[src/rtl/video_pkg.sv]
// Shared video-pipeline types for the overlay controller.
//   rgb_t        : 24-bit colour, R[23:16] G[15:8] B[7:0]
//   coord_t      : coordinate container, wide enough for any supported CW
//   ovl_region_t : one overlay region (enable, inclusive bounds, colour)
package video_pkg;

  localparam int unsigned OVL_MAX_REGIONS = 8;
  // Coordinates are stored zero-extended to this width; CW must not exceed it.
  localparam int unsigned OVL_MAX_CW      = 16;

  typedef logic [23:0]           rgb_t;
  typedef logic [OVL_MAX_CW-1:0] coord_t;

  typedef struct packed {
    logic   en;
    coord_t x0;
    coord_t x1;
    coord_t y0;
    coord_t y1;
    rgb_t   rgb;
  } ovl_region_t;

endpackage

[src/rtl/ovl_region_match.sv]
// Combinational hit test of one overlay region against the current pixel.
//   region_i : region descriptor (active table entry)
//   x_i, y_i : current pixel coordinates, zero-extended
//   blank_i  : {Vblank, Hblank}; any blank suppresses the hit
//   hit_o    : region covers the pixel
module ovl_region_match
  import video_pkg::*;
(
  input  ovl_region_t region_i,
  input  coord_t      x_i,
  input  coord_t      y_i,
  input  logic [1:0]  blank_i,
  output logic        hit_o
);

  // Inverted bounds (x0 > x1 or y0 > y1) fail one of the compares on their own.
  assign hit_o = region_i.en & ~(|blank_i) &
                 (region_i.x0 <= x_i) & (x_i <= region_i.x1) &
                 (region_i.y0 <= y_i) & (y_i <= region_i.y1);

endmodule

[src/rtl/ovl_region_ctrl.sv]
// Raster-tracking overlay controller. Recovers pixel position from the blank
// signals, holds a double-buffered table of overlay regions that commits at
// vertical-blank start, and emits a registered per-pixel hit/index/colour.
//   clk_i, rst_i        : clock, synchronous active-high reset
//   cen_i               : video clock enable (gates all state but the cfg port)
//   vh_blank_i          : {Vblank, Hblank}
//   cfg_*               : region write handshake into the shadow table
//   hcount_o, vcount_o  : coordinates of the pixel presented one cen earlier
//   ovl_hit_o/idx_o/rgb_o : winning region for that pixel (0 when no hit)
//   frame_o             : frame counter, steps on Vblank rise
//   cfg_pending_o       : shadow table holds uncommitted writes
module ovl_region_ctrl
  import video_pkg::*;
#(
  parameter int unsigned NUM_REGIONS = 4,
  parameter int unsigned CW          = 12
) (
  input  logic          clk_i,
  input  logic          rst_i,
  input  logic          cen_i,
  input  logic [1:0]    vh_blank_i,
  input  logic          cfg_valid_i,
  output logic          cfg_ready_o,
  input  logic [2:0]    cfg_idx_i,
  input  logic          cfg_en_i,
  input  logic [CW-1:0] cfg_x0_i,
  input  logic [CW-1:0] cfg_x1_i,
  input  logic [CW-1:0] cfg_y0_i,
  input  logic [CW-1:0] cfg_y1_i,
  input  logic [23:0]   cfg_rgb_i,
  output logic [CW-1:0] hcount_o,
  output logic [CW-1:0] vcount_o,
  output logic          ovl_hit_o,
  output logic [2:0]    ovl_idx_o,
  output logic [23:0]   ovl_rgb_o,
  output logic [7:0]    frame_o,
  output logic          cfg_pending_o
);

  logic          h_q, v_q;
  logic [CW-1:0] hcnt_q, hcnt_d, vcnt_q, vcnt_d;
  logic          dirty_q;
  logic [7:0]    frame_q;
  logic [CW-1:0] hcount_q, vcount_q;
  logic          hit_q;
  logic [2:0]    idx_q;
  rgb_t          rgb_q;

  ovl_region_t   shadow_q [NUM_REGIONS];
  ovl_region_t   active_q [NUM_REGIONS];

  logic hfall, hrise, vfall, vrise;
  logic commit, cfg_wr, idx_ok;
  logic [NUM_REGIONS-1:0] wr_sel, hit_vec;
  ovl_region_t   new_entry;
  coord_t        x_ext, y_ext;
  logic          win_hit;
  logic [2:0]    win_idx;
  rgb_t          win_rgb;

  assign hfall = ~vh_blank_i[0] & h_q;
  assign hrise =  vh_blank_i[0] & ~h_q;
  assign vfall = ~vh_blank_i[1] & v_q;
  assign vrise =  vh_blank_i[1] & ~v_q;

  always_comb begin
    hcnt_d = hfall ? '0 : hcnt_q + 1'b1;
    if (vfall) begin
      vcnt_d = '0;
    end else if (hrise && !vh_blank_i[1]) begin
      vcnt_d = vcnt_q + 1'b1;
    end else begin
      vcnt_d = vcnt_q;
    end
  end

  // Ready drops only in the commit cycle so a write can never land mid-copy.
  assign commit      = cen_i & vrise & dirty_q;
  assign cfg_ready_o = ~commit;
  assign cfg_wr      = cfg_valid_i & cfg_ready_o;

  always_comb begin
    wr_sel = '0;
    for (int unsigned i = 0; i < NUM_REGIONS; i++) begin
      wr_sel[i] = (cfg_idx_i == 3'(i));
    end
  end
  // Writes to indices beyond the table are accepted but leave no trace.
  assign idx_ok = |wr_sel;

  assign new_entry = '{en:  cfg_en_i,
                       x0:  coord_t'(cfg_x0_i),
                       x1:  coord_t'(cfg_x1_i),
                       y0:  coord_t'(cfg_y0_i),
                       y1:  coord_t'(cfg_y1_i),
                       rgb: cfg_rgb_i};

  assign x_ext = coord_t'(hcnt_d);
  assign y_ext = coord_t'(vcnt_d);

  for (genvar g = 0; g < NUM_REGIONS; g++) begin : g_match
    ovl_region_match u_match (
      .region_i (active_q[g]),
      .x_i      (x_ext),
      .y_i      (y_ext),
      .blank_i  (vh_blank_i),
      .hit_o    (hit_vec[g])
    );
  end

  // Lowest matching index wins.
  always_comb begin
    win_hit = 1'b0;
    win_idx = '0;
    win_rgb = '0;
    for (int unsigned i = 0; i < NUM_REGIONS; i++) begin
      if (hit_vec[i] && !win_hit) begin
        win_hit = 1'b1;
        win_idx = 3'(i);
        win_rgb = active_q[i].rgb;
      end
    end
  end

  always_ff @(posedge clk_i) begin
    if (rst_i) begin
      h_q      <= 1'b0;
      v_q      <= 1'b0;
      hcnt_q   <= '0;
      vcnt_q   <= '0;
      dirty_q  <= 1'b0;
      frame_q  <= '0;
      hcount_q <= '0;
      vcount_q <= '0;
      hit_q    <= 1'b0;
      idx_q    <= '0;
      rgb_q    <= '0;
      for (int i = 0; i < NUM_REGIONS; i++) begin
        shadow_q[i] <= '0;
        active_q[i] <= '0;
      end
    end else begin
      if (cen_i) begin
        h_q      <= vh_blank_i[0];
        v_q      <= vh_blank_i[1];
        hcnt_q   <= hcnt_d;
        vcnt_q   <= vcnt_d;
        hcount_q <= hcnt_d;
        vcount_q <= vcnt_d;
        hit_q    <= win_hit;
        idx_q    <= win_idx;
        rgb_q    <= win_rgb;
        if (vrise) frame_q <= frame_q + 8'd1;
      end
      if (commit) begin
        for (int i = 0; i < NUM_REGIONS; i++) active_q[i] <= shadow_q[i];
      end
      if (cfg_wr) begin
        for (int i = 0; i < NUM_REGIONS; i++) begin
          if (wr_sel[i]) shadow_q[i] <= new_entry;
        end
      end
      if (commit) begin
        dirty_q <= 1'b0;
      end else if (cfg_wr && idx_ok) begin
        dirty_q <= 1'b1;
      end
    end
  end

  assign hcount_o      = hcount_q;
  assign vcount_o      = vcount_q;
  assign ovl_hit_o     = hit_q;
  assign ovl_idx_o     = idx_q;
  assign ovl_rgb_o     = rgb_q;
  assign frame_o       = frame_q;
  assign cfg_pending_o = dirty_q;

endmodule
[config.mk]
export PLATFORM = sky130hd
export DESIGN_NAME = ovl_region_ctrl
export DESIGN_NICKNAME = d
export VERILOG_FILES = /design/src/rtl/video_pkg.sv /design/src/rtl/ovl_region_match.sv /design/src/rtl/ovl_region_ctrl.sv
export SDC_FILE = /design/constraint.sdc
export NUM_CORES = 1
export LEC_CHECK = 0
export BUFFER_PORTS_ARGS = -buffer_cell sky130_fd_sc_hd__buf_2
export CAP_MARGIN = 20
export CORE_MARGIN = 10
export CORE_UTILIZATION = 50
export CTS_BUF_LIST = sky130_fd_sc_hd__clkbuf_16
export CTS_CLUSTER_DIAMETER = 60
export DETAILED_ROUTE_END_ITERATION = 8
export PLACE_DENSITY = 0.66
export SYNTH_ARGS = -nofsm -noshare
export SYNTH_HDL_FRONTEND = slang
export SYNTH_HIERARCHICAL = 1
export SYNTH_SLANG_ARGS = --single-unit
[constraint.sdc]
create_clock -name clk_i -period 18.7 [get_ports clk_i]
set_clock_uncertainty 0.1 [all_clocks]
set_input_delay 3.74 -clock clk_i [delete_from_list [all_inputs] [get_ports clk_i]]
set_output_delay 3.74 -clock clk_i [all_outputs]
set_load 0.01 [all_outputs]
==> impl_metrics.ini, run 1 <==
[clock_tree]
cts_max_level = 3
cts_root_buf = clkbuf_16
cts_setup_buffers = 0
ctsHoldBuffers = 0
cts.sinks = 646
cts_tree = done
clkLatencyLatePin_ns = 0.62
cts_buffers = 71
clockBufferDepth = 3
cts.repair.resized = 0
clkTransAtPathRegs_ns = 0.05

[floorplanning]
initial_utilization_pct = 50.70
die_h_um = 270.6
core_um2 = 61940
num_rows = 91
dieArea_um2 = 73230
fp.dieW_um = 270.6
ios = 144

[final_layout]
final_common_cell = and2_1
drive_gt1_share_pct = 10.42
fin_area_um2 = 35900
fill_cells = 5147
fin_nets = 3208
layout_common_cells = and2_1 (586), edfxtp_1 (584), inv_1 (290)
stdcell_count = 3768
area_delta_synth_final_pct = 14.32

[worst_setup_path]
critPathArrivalTime_ns = 5.20
endpoint_kind = output port
crit_path_frequent_cell = buf_2
startpoint_type = primary input
rr_worst_depth = 17
worst-setup-path-type = in2out
regToRegSetupSlack_ns = 13.24
worst_ep_required_time_ns = 14.86
cp_max_fo = 71
r2r_end = ovl_rgb_o[10]$_SDFFE_PP0P_
cp_slowest_stage_delay_ns = 0.59
r2r_start = vcount_o[0]$_SDFFE_PP0P_
slowest_stage = buf_4
worstPathCellList = buf_2 -> buf_4 -> nand4b_1 -> buf_2

[synth]
synth_ff_type = edfxtp_1
ys_warn_count = 6
synth.cell_area_um2 = 31400
seq_area_frac_synth_pct = 59.80
synth_edf_count = 584
ys_ff_latch = 646
synthDistinctLibCells = 65
syn_inst = 2589
async_flop_share_pct = 0
avgSynthCellArea_um2 = 12.13

[global_route]
grt_pass1_vias = 20710
antenna_found_initial = 9
grt-ovfl-total = 0
grtUsageTotal_pct = 20.76
grt_max_degree = 293
grt_pass1_wl_um = 118300

[placement]
gp_congestion = 0.8547
place_area_um2 = 33650
dpl_worst_slack_ns = 9.651
dp_cells = 3631
port_buffers = 142
hpwl_um = 49390

[pwr]
seqPwrFrac_pct = 51.7
p_switching_w = 0.0007352
combPwrFrac_pct = 6.4
powerDensity_nw_per_um2 = 88.98
ir_drop_mv = 0.07815
power.leakage_nw = 14.60
p_int_w = 0.002459
clkPwrFrac_pct = 41.9
switching_share_pct = 23.02
p_total_w = 0.003194

[status]
status = finished clean

[timing]
setup_viol = 0
slew_headroom_pct = 24.15
rsz0062_at_grt = false
worst_slack_ns = 9.655
final-hold-violation-count = 0
worst_pin_slew_ns = 1.138
min_period_ns = 9.045
final.setup.tns_ns = 0
fin_crit_sh_pct = 48.37
max_freq_mhz = 110.6
maxSlewViolCount = 0

[hold_path]
hp-start = ovl_rgb_o[2]$_SDFFE_PP0P_
hold_depth = 2
hold_path.class = reg2reg
whs_endpoint = ovl_rgb_o[2]$_SDFFE_PP0P_

[job]
drv_cap = 0

[drt]
vias = 20170
ant_nets = 0
drt_iter0_markers = 1597
drc = 0
routedWlPerCell_um = 20.19
drt-pass1-iter-count = 8
finalWirelength_um = 76060
vias_per_cell = 5.354
==> logic make-up (layout without fill, tap and decap cells) <==
logic type      count (synthesis)  count (layout)  synth area share (%)
xor+xnor                       24              24                0.6694
fa+ha+maj                     259             259                 10.32
flops                         646             646                 59.80
buf+inv                       370             579                 4.462
mux                             5               5                0.1594
compound gates                305             305                 6.574
simple gates                  979             979                 18.01
other cells                     1             134               0.01194
==> per-layer routing <==
metal | track usage [%] | wire (µm) | up-vias
li1 | - | - | 9619
met1 | 25.97 | 32010 | 9913
met2 | 35.28 | 37240 | 510
met3 | 4.640 | 4919 | 122
met4 | 6.616 | 1847 | 8
met5 | 0 | 43 | -
==> power by group through the flow <==
stage / Combinational [W] / Clock (W) / Sequential, W
after floorplan: 0.000123 / 0 / 0.00169
after global placement: 0.000191 / 0 / 0.00168
after detailed placement: 0.000198 / 0 / 0.00168
after CTS: 0.000199 / 0.00136 / 0.00165
after global routing: 0.000230 / 0.00143 / 0.00166
final: 0.000205 / 0.00134 / 0.00165
==> flip-flops by register name (all words and copies together), names as in the netlist, 2 cells and up <==
signal,count
active_q,292
ovl_idx_o,2
shadow_q,292
frame_o,8
ovl_rgb_o,24
vcount_o,12
hcount_o,12
==> area by class of cell <==
cell class | count | area, µm² | share of cell area [%]
Multi-Input combinational cell | 1701 | 11820 | 32.93
Tap cell | 837 | 1047 | 2.917
Clock inverter | 60 | 435.4 | 1.213
Sequential cell | 646 | 18780 | 52.31
Inverter | 272 | 1021 | 2.844
Timing Repair Buffer | 175 | 983.4 | 2.739
Clock buffer | 72 | 1802 | 5.019
Antenna cell | 5 | 12.51 | 0.03485
==> cells in the mapped netlist, drive strengths merged, types with 3 or more instances <==
master / number / share of area [%]
a2111o: 4 / 0.14
a211o: 4 / 0.11
a211oi: 9 / 0.22
a21boi: 4 / 0.096
a21o: 20 / 0.48
a21oi: 124 / 2.0
a221o: 8 / 0.26
a221oi: 4 / 0.19
a222oi: 24 / 0.76
a311oi: 24 / 0.67
a31o: 3 / 0.084
a31oi: 14 / 0.28
and2: 586 / 12
and4: 3 / 0.084
buf: 7 / 0.12
clkbuf: 91 / 1.1
dfxtp: 62 / 4.0
edfxtp: 584 / 56
ha: 259 / 10
inv: 271 / 3.2
mux2i: 5 / 0.16
nand2: 115 / 1.4
nand3: 44 / 0.70
nand4: 64 / 1.3
nor2: 83 / 0.99
nor2b: 8 / 0.25
nor3: 27 / 0.46
nor3b: 6 / 0.16
nor4: 12 / 0.28
o2111ai: 4 / 0.11
o211ai: 8 / 0.26
o21ai: 37 / 0.59
o22ai: 4 / 0.080
o311ai: 4 / 0.11
or3: 12 / 0.24
or4: 6 / 0.16
xnor2: 8 / 0.22
xor2: 16 / 0.45
==> how the worst max path moves through the flow <==
stage                     slack [ns]  start  cells past startpoint                           end
after global placement          9.70  cen_i                      4                   cfg_ready_o
after floorplan                 7.45  rst_i                      3  active_q[0][0]$_SDFFCE_PN0P_
after detailed placement        9.65  cen_i                      4                   cfg_ready_o
after CTS                       9.65  cen_i                      4                   cfg_ready_o
final                           9.66  cen_i                      4                   cfg_ready_o
after global routing            9.56  cen_i                      4                   cfg_ready_o
==> worst max-delay path: cells and delay by family <==
kind,cells,cell delay [ns]
and+or+nand+nor,1,0.49
buffers and inverters,3,0.96
==> metrics by stage <==
step,hold slack (ns),util (%)
2_1_floorplan,0.3953,-
3_3_place_gp,0.3754,54.33
3_5_place_dp,0.3903,54.33
4_1_cts,0.3999,57.94
5_1_grt,0.4201,57.95
6_report,0.3910,57.96
Power figures use the tool's default switching activity.
==> inputs of run 2 (changes only) <==
- PLACE_DENSITY: 0.66 -> 0.69
- clock period: 18.7 -> 7.3 ns (I/O delays scaled with it)
==> impl_metrics.ini, run 2 (synthesized netlist as in run 1, its figures left out) <==
[global_route]
antenna_found_initial = 4
use_met1_pct = 25.84
grt_pass1_vias = 20740
grt-ovfl-total = 0
grt_pass1_wl_um = 116600
grtUsageMet3_pct = 4.578
grt_max_degree = 152
grt_use_met2_pct = 34.36
grtUsageTotal_pct = 20.51
grt-busiest-layer = met2

[worst_setup_path]
slowest_stage = nor2_1
endpoint_kind = flop
cp_max_fo = 25
cp_slowest_stage_delay_ns = 0.79
critPathArrivalTime_ns = 6.50
startpoint_type = primary input
worst-setup-path-type = in2reg
worstPathCellList = buf_2 -> or3b_4 -> nor4_2 -> xnor2_1 -> nor2_1 -> ha_1 -> a21oi_1 -> o2111ai_1 -> a31oi_1 -> o311ai_0 -> a21o_1 -> a221oi_2 -> nor2b_2 -> buf_4 -> a222oi_1 -> a311oi_1
worst_ep_required_time_ns = 7.70

[floorplanning]
dieArea_um2 = 73230
fp.dieW_um = 270.6
initial_utilization_pct = 50.70
die_h_um = 270.6
core_um2 = 61940
num_rows = 91
ios = 144

[placement]
port_buffers = 142
dp_cells = 3626
gp_congestion = 0.9020
dpl_worst_slack_ns = 0.7141
hpwl_um = 50990
place_area_um2 = 33640

[drt]
drt_iter0_markers = 1488
finalWirelength_um = 75750
routedWlPerCell_um = 20.13
drt-pass1-iter-count = 8
vias = 20180
ant_nets = 0
drc = 0
vias_per_cell = 5.362

[timing]
final-hold-violation-count = 0
fin_crit_sh_pct = 83.60
rsz0062_at_grt = false
worst_pin_slew_ns = 1.036
max_freq_mhz = 163.9
min_period_ns = 6.103
maxSlewViolCount = 0
slew_headroom_pct = 30.71
worst_slack_ns = 1.197
setup_viol = 0

[clock_tree]
clkTransAtPathRegs_ns = 0.06
cts.sinks = 646
cts_root_buf = clkbuf_16
clockBufferDepth = 3
cts_tree = done
clkLatencyLatePin_ns = 0.61
cts_setup_buffers = 0
cts_buffers = 73
cts.repair.resized = 0
cts_max_level = 3
ctsHoldBuffers = 0

[pwr]
powerDensity_nw_per_um2 = 228.8
p_total_w = 0.008232
power.leakage_nw = 14.63
ir_drop_mv = 0.2252

[final_layout]
fin_area_um2 = 35980
stdcell_count = 3763
drive_gt1_share_pct = 10.56
layout_common_cells = and2_1 (586), edfxtp_1 (584), inv_1 (292)
fill_cells = 5040
area_delta_synth_final_pct = 14.59
fin_nets = 3209
final_common_cell = and2_1

[hold_path]
hold_path.class = reg2reg

[status]
status = finished clean

[job]
drv_cap = 0
-- run 2: cell count changes in the layout (fill, tap and decap cells not counted), moves of 3 or more --
| cell | before | now |
|---|---|---|
| inv_6 | 4 | 8 |
| clkinv_1 | 17 | 10 |
| buf_4 | 31 | 25 |
| clkinvlp_4 | 0 | 3 |
| diode_2 | 5 | 1 |
-- run 2: routing by layer --
| layer | share of wire, % | vias to the layer above |
|---|---|---|
| met2 | 48 | 578 |
| met4 | 2.6 | 6 |
| li1 | - | 9619 |
| met1 | 42 | 9843 |
| met3 | 7.2 | 133 |
| met5 | 0.061 | - |
-- run 2: final timing paths --
kind,startpoint,cells after the start,end,slack [ns]
min,ovl_hit_o$_SDFFE_PP0P_,2,ovl_hit_o$_SDFFE_PP0P_,0.40
min reg2reg,ovl_hit_o$_SDFFE_PP0P_,2,ovl_hit_o$_SDFFE_PP0P_,0.40
max,vh_blank_i[1],16,ovl_rgb_o[3]$_SDFFE_PP0P_,1.20
max reg2reg,hcount_o[0]$_SDFFE_PP0P_,16,ovl_rgb_o[3]$_SDFFE_PP0P_,1.63
-- run 2: critical path: cells and delay by family --
kind / cells / cell delay (ns)
simple gates: 4 / 1.91
compound gates: 8 / 2.09
fa+ha+maj: 1 / 0.40
buf+inv: 2 / 0.53
xor+xnor: 1 / 0.10
-- run 2: metrics by stage --
step	TNS, ns	utilization (%)	hold WS [ns]
2_1_floorplan	-96.26	-	0.3953
3_3_place_gp	0	54.29	0.3800
3_5_place_dp	0	54.31	0.3865
4_1_cts	0	57.98	0.4005
5_1_grt	0	58.09	0.4186
6_report	0	58.09	0.3959
-- run 2: cell type report --
cell class                      count  area, µm²  area share [%]
Sequential cell                   646      18780           52.19
Antenna cell                        1      2.502        0.006954
Timing Repair Buffer              174       1036           2.879
Multi-Input combinational cell   1701      11830           32.87
Clock buffer                       73       1827           5.077
Clock inverter                     59      442.9           1.231
Inverter                          272       1021           2.837
Tap cell                          837       1047           2.910
-- run 2: report_power, final --
part	total (W)	switching (W)	internal (W)
combinational	0.000532	0.000358	0.000174
clock	0.00347	0.00149	0.00198
sequential	0.00423	0.0000508	0.00418
==> inputs of run 3 (changes only) <==
- ABC_AREA: unset -> 1
- PLACE_DENSITY: 0.69 -> 0.66
- clock period: 7.3 -> 5.65 ns (I/O delays scaled with it)
==> impl_metrics.ini, run 3 <==
[status]
status = finished clean

[clock_tree]
cts_buffers = 73
cts.repair.resized = 0
ctsHoldBuffers = 0
cts_max_level = 3
clkTransAtPathRegs_ns = 0.06
clkLatencyLatePin_ns = 0.62
clockBufferDepth = 3
cts.sinks = 646
cts_root_buf = clkbuf_16
cts_tree = done
cts_setup_buffers = 0

[final_layout]
drive_gt1_share_pct = 8.705
layout_common_cells = inv_1 (745), nor2_1 (683), edfxtp_1 (584)
final_common_cell = inv_1
fin_nets = 3891
diodes = 0
final_core_util_pct = 57.43
fill_cells = 5458
area_delta_synth_final_pct = 13.30

[job]
drv_cap = 0

[timing]
fin_crit_sh_pct = 78.12
rsz0062_at_grt = false
slew_headroom_pct = 28.02
final-hold-violation-count = 0
maxSlewViolCount = 0
worst_pin_slew_ns = 1.080
max_freq_mhz = 226.6
setup_viol = 0
final.setup.tns_ns = 0
hold_slack_ns = 0.3712
min_period_ns = 4.414

[synth]
synth.cell_area_um2 = 32030
synth_most_common_cell = inv_1
synth_common_cells = inv_1 (724), nor2_1 (685), edfxtp_1 (584)
synth_area_leaders = edfxtp_1 (55%), ha_1 (10%), inv_1 (8.5%)
avgSynthCellArea_um2 = 9.792
ys_warn_count = 6
seq_area_frac_synth_pct = 58.63
async_flop_share_pct = 0
synth_top_cell_by_area = edfxtp_1
synth_ff_type = edfxtp_1
yosysTopAreaCellShare_pct = 54.75
syn_inst = 3271
synth_edf_count = 584
ys_ff_latch = 646
synthDistinctLibCells = 37

[hold_path]
hold_path.class = reg2reg

[floorplanning]
dieArea_um2 = 74590
num_rows = 92
initial_utilization_pct = 50.69
ios = 144
die_h_um = 273.1
fp.dieW_um = 273.1
core_um2 = 63200

[drt]
ant_nets = 0
drt_iter0_markers = 1658
drt-pass1-iter-count = 5
vias = 21580
vias_per_cell = 4.846
finalWirelength_um = 74000
routedWlPerCell_um = 16.62
drc = 0

[global_route]
use_met1_pct = 24.80
grt-busiest-layer = met2
grtUsageTotal_pct = 19.89
grt_use_met2_pct = 33.33
grtUsageMet3_pct = 4.463
antenna_found_initial = 1
grt_pass1_vias = 21010
grt_max_degree = 156
grt_pass1_wl_um = 115500
grt-ovfl-total = 0

[placement]
gp_congestion = 0.8585
port_buffers = 142
hpwl_um = 48280

[pwr]
ir_drop_mv = 0.2526
power.leakage_nw = 16.97
powerDensity_nw_per_um2 = 307.7

[worst_setup_path]
endpoint_kind = flop
worst-setup-path-type = in2reg
slowest_stage = a21oi_1
worst_ep_required_time_ns = 6.01
worstPathCellList = buf_2 -> nor2_1 -> inv_1 -> o21ai_0 -> a21oi_1 -> buf_4 -> ha_1 -> nand2_1 -> inv_1 -> nand2_1 -> nand2_1 -> nand2_1 -> nand2_1 -> nand2_1 -> nand2_1 -> nand2_1 -> nand3_1 -> nor2_2 -> buf_4 -> nor3_4 -> buf_4 -> a21oi_1 -> a31oi_1
crit_path_frequent_cell = nand2_1
cp_slowest_stage_delay_ns = 0.49
startpoint_type = primary input
critPathArrivalTime_ns = 4.77
cp_max_fo = 25
## run 3: cell type report
class	count	area [µm²]	area share, %
Clock buffer	75	1877	5.171
Clock inverter	57	436.7	1.203
Inverter	752	2825	7.785
Multi-Input combinational cell	1909	10380	28.61
Sequential cell	646	18780	51.74
Tap cell	846	1059	2.917
Timing Repair Buffer	168	933.4	2.572
## run 3: kinds of logic (layout without fill, tap and decap cells)
group / after synthesis / count (layout) / synth area share (%)
XOR/XNOR: 2 / 2 / 0.05470
buffers and inverters: 844 / 1052 / 10.68
flip-flops: 646 / 646 / 58.63
AO/OA/AOI/OAI: 307 / 307 / 5.105
other: 1 / 129 / 0.01171
AND/OR/NAND/NOR: 1212 / 1212 / 15.41
adder cells (fa/ha/maj): 259 / 259 / 10.12
## run 3: final timing paths
path | to | start | cells after the start | slack [ns]
worst max register to register | ovl_rgb_o[21]$_SDFFE_PP0P_ | hcount_o[0]$_SDFFE_PP0P_ | 22 | 1.46
worst min-delay path | v_q$_SDFFE_PP0P_ | v_q$_SDFFE_PP0P_ | 2 | 0.37
worst max-delay path | ovl_rgb_o[21]$_SDFFE_PP0P_ | vh_blank_i[0] | 23 | 1.24
worst min register to register | v_q$_SDFFE_PP0P_ | v_q$_SDFFE_PP0P_ | 2 | 0.37
## run 3: per-layer routing
layer	wire (µm)	vias to the layer above	part of all wire [%]
met5	13	-	0.018
met4	2373	2	3.2
met3	5280	140	7.1
met2	35110	538	47
met1	31220	10040	42
li1	-	10860	-
## run 3: metrics by stage
step / power, W / cells / cell area, µm² / setup slack (ns)
2_1_floorplan: 0.006335 / 3399 / 32520 / 1.509
3_3_place_gp: 0.006642 / 4321 / 33980 / 0.6840
3_5_place_dp: 0.006670 / 4321 / 33980 / 0.6403
4_1_cts: 0.01125 / 4453 / 36290 / 1.293
5_1_grt: 0.01162 / 4453 / 36290 / 0.9154
6_report: 0.01117 / 4453 / 36290 / 1.236
## run 3: report_power, final
part           switching, W  leakage, nW  internal [W]
clock               0.00192         1.21       0.00265
sequential        0.0000942         6.37       0.00547
combinational      0.000704         9.40      0.000320
total               0.00272         17.0       0.00845
## run 3: critical path: cells and delay by family
| kind | cells | cell delay, ns |
|---|---|---|
| buffers and inverters | 6 | 1.41 |
| and+or+nand+nor | 12 | 1.05 |
| AOI/OAI and AO/OA | 4 | 0.90 |
| adders and majority gates | 1 | 0.25 |
